**src/rtl/trap_ctrl.sv**
```systemverilog
// Serialising-instruction initiator for the M-mode CSR/trap path: drain, one strobe, flush + redirect.
// Optional drain watchdog enabled by defining TRAP_DRAIN_TIMEOUT_EN.
module trap_ctrl #(
  parameter int XLEN          = 32,
  parameter int DRAIN_TIMEOUT = 255
) (
  input  logic            clk,
  input  logic            rst_n,
  input  logic            req_valid,
  output logic            req_ready,
  input  logic            req_is_ecall,
  input  logic            req_is_mret,
  input  logic            req_is_csr,
  input  logic [2:0]      req_funct3,
  input  logic [11:0]     req_csr_addr,
  input  logic [XLEN-1:0] req_rs1_val,
  input  logic [4:0]      req_zimm,
  input  logic [XLEN-1:0] req_pc,
  input  logic            older_empty,
  output logic            csr_access,
  output logic [2:0]      csr_funct3,
  output logic [11:0]     csr_addr,
  output logic [XLEN-1:0] csr_src,
  input  logic [XLEN-1:0] csr_rdata,
  output logic            do_ecall,
  output logic            do_mret,
  output logic [XLEN-1:0] cur_pc,
  input  logic [XLEN-1:0] mtvec_in,
  input  logic [XLEN-1:0] mepc_in,
  output logic            stall,
  output logic            flush,
  output logic            redirect_valid,
  input  logic            redirect_ready,
  output logic [XLEN-1:0] redirect_pc,
  output logic            rd_valid,
  output logic [XLEN-1:0] rd_data,
  output logic            timeout_err
);

  typedef enum logic [1:0] {IDLE, DRAIN, COMMIT, REDIRECT} state_e;

  state_e          state_q;
  logic            op_ecall_q, op_mret_q, op_csr_q;
  logic [XLEN-1:0] pc_q, src_q, redir_pc_q, rd_data_q;
  logic [2:0]      f3_q;
  logic [11:0]     addr_q;
  logic            rd_valid_q;

  logic            req_take;
  logic            drain_done;
  logic            timeout_hit;
  logic            in_commit;
  logic [XLEN-1:0] src_d;
  logic [XLEN-1:0] redir_pc_d;

  assign req_take = req_valid && (req_is_ecall || req_is_mret || req_is_csr);
  assign src_d    = req_funct3[2] ? {{(XLEN-5){1'b0}}, req_zimm} : req_rs1_val;

  // Masking instead of slicing keeps mtvec's mode bits out of the target PC.
  always_comb begin
    if (op_ecall_q)     redir_pc_d = mtvec_in & ~XLEN'(3);
    else if (op_mret_q) redir_pc_d = mepc_in;
    else                redir_pc_d = pc_q + XLEN'(4);
  end

`ifdef TRAP_DRAIN_TIMEOUT_EN
  logic [7:0] cnt_q;
  logic       terr_q;
  assign timeout_hit = !older_empty && (cnt_q == 8'(DRAIN_TIMEOUT - 1));
  assign timeout_err = terr_q;
`else
  assign timeout_hit = 1'b0;
  assign timeout_err = 1'b0;
`endif

  assign drain_done = older_empty || timeout_hit;

  always_ff @(posedge clk or negedge rst_n) begin
    if (!rst_n) begin
      state_q    <= IDLE;
      op_ecall_q <= 1'b0;
      op_mret_q  <= 1'b0;
      op_csr_q   <= 1'b0;
      pc_q       <= '0;
      src_q      <= '0;
      f3_q       <= '0;
      addr_q     <= '0;
      redir_pc_q <= '0;
      rd_data_q  <= '0;
      rd_valid_q <= 1'b0;
`ifdef TRAP_DRAIN_TIMEOUT_EN
      cnt_q      <= '0;
      terr_q     <= 1'b0;
`endif
    end else begin
      rd_valid_q <= 1'b0;
      case (state_q)
        IDLE: begin
          if (req_take) begin
            op_ecall_q <= req_is_ecall;
            op_mret_q  <= !req_is_ecall && req_is_mret;
            op_csr_q   <= !req_is_ecall && !req_is_mret && req_is_csr;
            pc_q       <= req_pc;
            f3_q       <= req_funct3;
            addr_q     <= req_csr_addr;
            src_q      <= src_d;
            state_q    <= DRAIN;
`ifdef TRAP_DRAIN_TIMEOUT_EN
            cnt_q      <= '0;
`endif
          end
        end
        DRAIN: begin
`ifdef TRAP_DRAIN_TIMEOUT_EN
          cnt_q <= cnt_q + 8'd1;
          if (timeout_hit) terr_q <= 1'b1;
`endif
          if (drain_done) state_q <= COMMIT;
        end
        COMMIT: begin
          redir_pc_q <= redir_pc_d;
          if (op_csr_q) begin
            rd_data_q  <= csr_rdata;
            rd_valid_q <= 1'b1;
          end
          state_q <= REDIRECT;
        end
        REDIRECT: begin
          if (redirect_ready) state_q <= IDLE;
        end
        default: state_q <= IDLE;
      endcase
    end
  end

  assign in_commit      = (state_q == COMMIT);
  assign req_ready      = (state_q == IDLE);
  assign stall          = (state_q != IDLE);
  assign flush          = (state_q == REDIRECT);
  assign redirect_valid = (state_q == REDIRECT);
  assign redirect_pc    = redir_pc_q;

  assign csr_access = in_commit && op_csr_q;
  assign csr_funct3 = csr_access ? f3_q   : '0;
  assign csr_addr   = csr_access ? addr_q : '0;
  assign csr_src    = csr_access ? src_q  : '0;
  assign do_ecall   = in_commit && op_ecall_q;
  assign do_mret    = in_commit && op_mret_q;
  assign cur_pc     = do_ecall ? pc_q : '0;

  assign rd_valid = rd_valid_q;
  assign rd_data  = rd_data_q;

endmodule

```
**config.mk**
```make
export PLATFORM = sky130hd
export DESIGN_NAME = trap_ctrl
export DESIGN_NICKNAME = d
export VERILOG_FILES = /design/src/rtl/trap_ctrl.sv
export SDC_FILE = /design/constraint.sdc
export NUM_CORES = 1
export LEC_CHECK = 0
export ABC_CLOCK_PERIOD_IN_PS = 1900
export BUFFER_PORTS_ARGS = -buffer_cell sky130_fd_sc_hd__buf_2
export CAP_MARGIN = 20
export CORE_MARGIN = 5
export CORE_UTILIZATION = 43
export DETAILED_ROUTE_END_ITERATION = 12
export MAX_ROUTING_LAYER = met4
export PLACE_DENSITY = 0.84
export SYNTH_ARGS = -nofsm -noshare
export SYNTH_HDL_FRONTEND = slang
export SYNTH_SLANG_ARGS = --single-unit
```
**constraint.sdc**
```tcl
create_clock -name clk -period 1.9 [get_ports clk]
set_input_delay 0.095 -clock clk [delete_from_list [all_inputs] [get_ports clk]]
set_output_delay 0.095 -clock clk [all_outputs]
set_load 0.01 [all_outputs]
```
Word-level counts from Yosys, hierarchy flattened
Cells that the tools add are included.
{"block": "word_totals", "register_bits": 149, "out_inout_bits": 152, "in_bits": 188, "wordCells": 47}
{"block": "op_classes", "n_addsub": 1, "n_reduce_logical": 16, "eq_ne": 6, "muxes": 13}
{"cell": "two-way mux 32 bit", "n": 5}
{"cell": "adder 32 x 3 -> 32 bit (second input constant)", "n": 1}
{"cell": "two-way mux 12 bit", "n": 1}
{"cell": "case mux 2 bit (4 select lines)", "n": 1}
{"cell": "logical AND 1 bit", "n": 7}
{"cell": "two-way mux 2 bit", "n": 3}
{"cell": "== test 2 bit (second input constant)", "n": 2}
{"cell": "!= test 2 x 1 -> 1 bit (second input constant)", "n": 2}
{"cell": "AND reduction 2 bit", "n": 2}
{"cell": "two-way mux 3 bit", "n": 1}
{"cell": "AND reduction 3 bit", "n": 1}
{"cell": "== test 2 x 1 -> 1 bit (second input constant)", "n": 1}
{"cell": "logical NOT 1 bit", "n": 2}
{"cell": "logical NOT 2 bit", "n": 1}
{"cell": "logical OR 1 bit", "n": 2}
{"cell": "two-way mux 1 bit", "n": 2}
{"cell": "!= test 2 bit (second input constant)", "n": 1}
{"cell": "nonzero test 2 bit", "n": 1}

Depth between registers and ports, before layout
{"block": "logic_depth", "word_depth": 5, "depth_mapped": 9, "depth_no_buf": 6}

Worst setup path before layout
OpenSTA, ideal clock, no wires.
{"block": "synth_path", "path_kind": "reg-to-reg", "startpoint": "register state_q[0]", "endpoint": "register rd_data_q[22], in the netlist rd_data[22]", "path_slack_ps": -140, "stages_incl_launch_ff": 8, "arrival_time_ps": 1915, "n_path_buf": 3, "cell_sequence": "dfrtp_1 inv_1 ha_1 buf_2 and2_1 clkbuf_1 clkbuf_1 mux2_2"}
{"block": "synth_via", "elab_chain_cells": 2}
{"item": "from (decl)", "line_no": "42", "text": "state_e state_q;"}
{"item": "from (signal assigned)", "line_no": "80", "text": "state_q <= IDLE;"}
{"item": "from (signal assigned)", "line_no": "107", "text": "state_q <= DRAIN;"}
{"item": "from (signal assigned)", "line_no": "118", "text": "if (drain_done) state_q <= COMMIT;"}
{"item": "== test 2 bit", "line_no": "97", "text": "case (state_q)"}
{"item": "AND reduction 2 bit (no source line)"}
{"item": "to (signal assigned)", "line_no": "123", "text": "rd_data_q <= csr_rdata;"}
{"item": "to (decl)", "line_no": "44", "text": "logic [XLEN-1:0] pc_q, src_q, redir_pc_q, rd_data_q;"}
Every way passes these cells.
A chain may end at the register's enable or synchronous reset.

Final worst setup path
{"block": "layout_path", "startpoint": "register state_q[0]", "endpoint": "output port csr_addr[5]"}
{"block": "layout_via", "elab_chain_cells": 3}
{"item": "== test 2 bit", "line_no": "136", "text": "assign in_commit = (state_q == COMMIT);"}
{"item": "logical AND 1 bit", "line_no": "143", "text": "assign csr_access = in_commit && op_csr_q;"}
{"item": "two-way mux 12 bit", "line_no": "145", "text": "assign csr_addr = csr_access ? addr_q : '0;"}
{"item": "to (decl)", "line_no": "22", "text": "output logic [11:0] csr_addr,"}
Every way passes these cells.

==> results.ini <==
[drt]
ant_nets = 0
via_per_inst = 5.481
num_vias = 7904
finalWirelength_um = 28710
routedWlPerCell_um = 19.91
drc = 0
first_pass_iters = 5
drt_iter0_markers = 592

[placement]
dp.cells = 1276
gp_congestion = 0.8728
place_area_um2 = 9701
port_buffers = 336
dp_hpwl_um = 18140

[synthesis]
ys_warn_count = 0
synthAdderAreaFrac = 0.008311
yosys-top-cells-count = dfrtp_1 (149), mux2_2 (81), and3_1 (79), nand2_1 (59)
synth_edf_count = 0
ys.flop_type = dfrtp_1
yosysSeqAreaShare = 0.4953
synthTopCellsByArea = dfrtp_1 (50%), mux2_2 (12%), and3_1 (6.6%)
syn_area_um2 = 7527
syn-num-nets = 924
syn_avg_cell_area_um2 = 10.30
netlist.area_leader.share = 0.4953
async_flop_share = 1.000
ys_types = 48
synth_top_family_by_area = simple AND/OR/NAND/NOR gates
synth_compound_area_frac = 0.09857
synth_top_area_cell = dfrtp_1
yosysMostFrequentCell = dfrtp_1
yosys.area_share.simple = 0.2088
yosys_register_bits = 149
syn_inst = 731
synth_mux_area_frac = 0.1345
synth_xor_area_frac = 0.01280

[grt]
overflow = 0
grt_pass1_vias = 8247
grt_usage = 0.2837
grt_pass1_wl_um = 43820
grt_max_degree = 68
antenna_found_initial = 3

[floorplanning]
die_x_um = 142.3
dieArea_um2 = 20250
num_rows = 48
core_area_um2 = 17240
die_h_um = 142.3
ios = 340
start_util = 0.4367

[sta]
relSlewSlack = 0.5544
fmax_ghz = 0.5209
finalHoldViolations = 0
rsz0062_at_grt = true
fin_ws_ps = -19.86
period_needed_ps = 1920
clock_skew_ps = 12.89
maxSlewViolCount = 0
worst_pin_slew_ps = 666.9
setup_viol = 1
final.setup.tns_ps = -19.86
finalCritPeriodShare = 1.010

[worst_setup_path]
critPathArrivalTime_ps = 1820
critical_path_class = register to output pin
critPathMaxFanout = 35
rrSetupSlack_ps = 60
end_kind = output pin
start_kind = register
cp.required_ps = 1800

[finish]
stdcell_area_um2 = 11840
nNetsFinal = 1394
fin_cells = 1442
final_core_util = 0.6871
area_growth_syn_to_layout_pct = 57.33
drive_gt1_frac = 0.4275
fillers = 1181

[cts]
clk_latency_ps = 420
htree_levels = 4
clock-sinks = 149
cts.path.max_buffers = 2
cts_tree = yes
cts_buffers = 17
clk_pin_slew_ps = 70
cts_root_buf = clkbuf_16

[power_and_ir_drop]
power_frac_seq = 0.328
p_int_mw = 11.21
p_sw_frac = 0.3803
leakagePower_nw = 5.960
pwr_density_cell_nw_per_um2 = 1528
pwr-share-comb = 0.453
p_switching_mw = 6.882
finalPower_mw = 18.09
clock_power_share = 0.219
ir_drop_v = 0.0007882

[run_status]
status = finished, violations left
violations = setup timing

[job]
maxCapViolCount = 0

[hold_path]
hold_class = input pin to register

## metal layers
layer  up-vias  GRT usage  share of wire
met5         -          -              0
met4         0     0.1226          0.037
met3        96    0.05813          0.087
met2       458     0.4830           0.51
met1      3778     0.3251           0.37
li1       3572          -              -
## path summary, 6_finish.rpt
| check | startpoint | to | depth (start not counted) |
|---|---|---|---|
| max | state_q[0] | csr_addr[5] | 5 |
| min | mepc_in[16] | redirect_pc[16] | 3 |
| max reg2reg | state_q[0] | rd_data[31] | 6 |
| min reg2reg | src_q[15] | src_q[15] | 2 |
| max in group asynchronous | rst_n | src_q[20] | 3 |
| min in group asynchronous | rst_n | pc_q[1] | 2 |
## worst max-delay path: stages (launching register included)
cell       delay, ps
dfrtp_1          390
inv_2            100
ha_4             210
bufbuf_16        360
and3_1           190
buf_2            150
## through the flow
stage	setup WS [ps]	hold slack [ps]
after floorplan	-57.54	-200.6
after global routing	-75.57	33.01
after global placement	39.03	87.51
after CTS	-2.780	4.587
after detailed placement	25.16	89.90
final	-19.86	16.48
## area by class of cell
cell class | instances | area, um^2 | area share
Clock inverter | 13 | 244.0 | 0.02060
Inverter | 14 | 52.55 | 0.004437
Sequential cell | 149 | 3731 | 0.3151
Antenna cell | 3 | 7.507 | 0.0006339
Tap cell | 225 | 281.5 | 0.02377
Multi-Input combinational cell | 505 | 3552 | 0.2999
Timing Repair Buffer | 514 | 3521 | 0.2973
Clock buffer | 19 | 452.9 | 0.03825
## registers in the layout, indices dropped and copies added (netlist names)
| register | flops |
|---|---|
| f3_q | 3 |
| src_q | 32 |
| op_mret_q | 1 |
| rd_valid | 1 |
| rd_data | 32 |
| pc_q | 32 |
| addr_q | 12 |
| op_ecall_q | 1 |
| redirect_pc | 32 |
| state_q | 2 |
| op_csr_q | 1 |
## power groups by stage
| stage | registers (mW) | clock network, mW | logic [mW] |
|---|---|---|---|
| after CTS | 5.82 | 4.03 | 7.97 |
| after global placement | 5.78 | 0 | 7.24 |
| after detailed placement | 5.86 | 0 | 7.46 |
| after floorplan | 6.03 | 0 | 4.13 |
| after global routing | 6.11 | 4.17 | 8.82 |
| final | 5.94 | 3.96 | 8.19 |
## cells in the final DEF (no fill, tap or decap), types with 31 or more instances in the layout
master / instances
buf_4: 39
nand2b_1: 31
buf_2: 334
dfrtp_1: 147
o21ai_0: 42
mux2_2: 81
nand2_1: 59
dlygate4sd3_1: 128
and3_1: 79
nor2_1: 43
## cells by family after synthesis
group,after synthesis
buf+inv,77
xor+xnor,11
fa+ha+maj,5
simple gates,285
flops,149
mux,91
other cells,1
compound gates,112
## what timing repair did
action                                  4_1_cts  5_1_grt
setup buffers                                 0        1
hold buffers                                128        0
gates cloned                                  2        0
hold endpoints to repair                    167        0
resized for setup                             9       11
endpoints found under the setup margin       16       54
pin swaps                                     0        1
No activity file was read; power rests on OpenSTA's default activity.
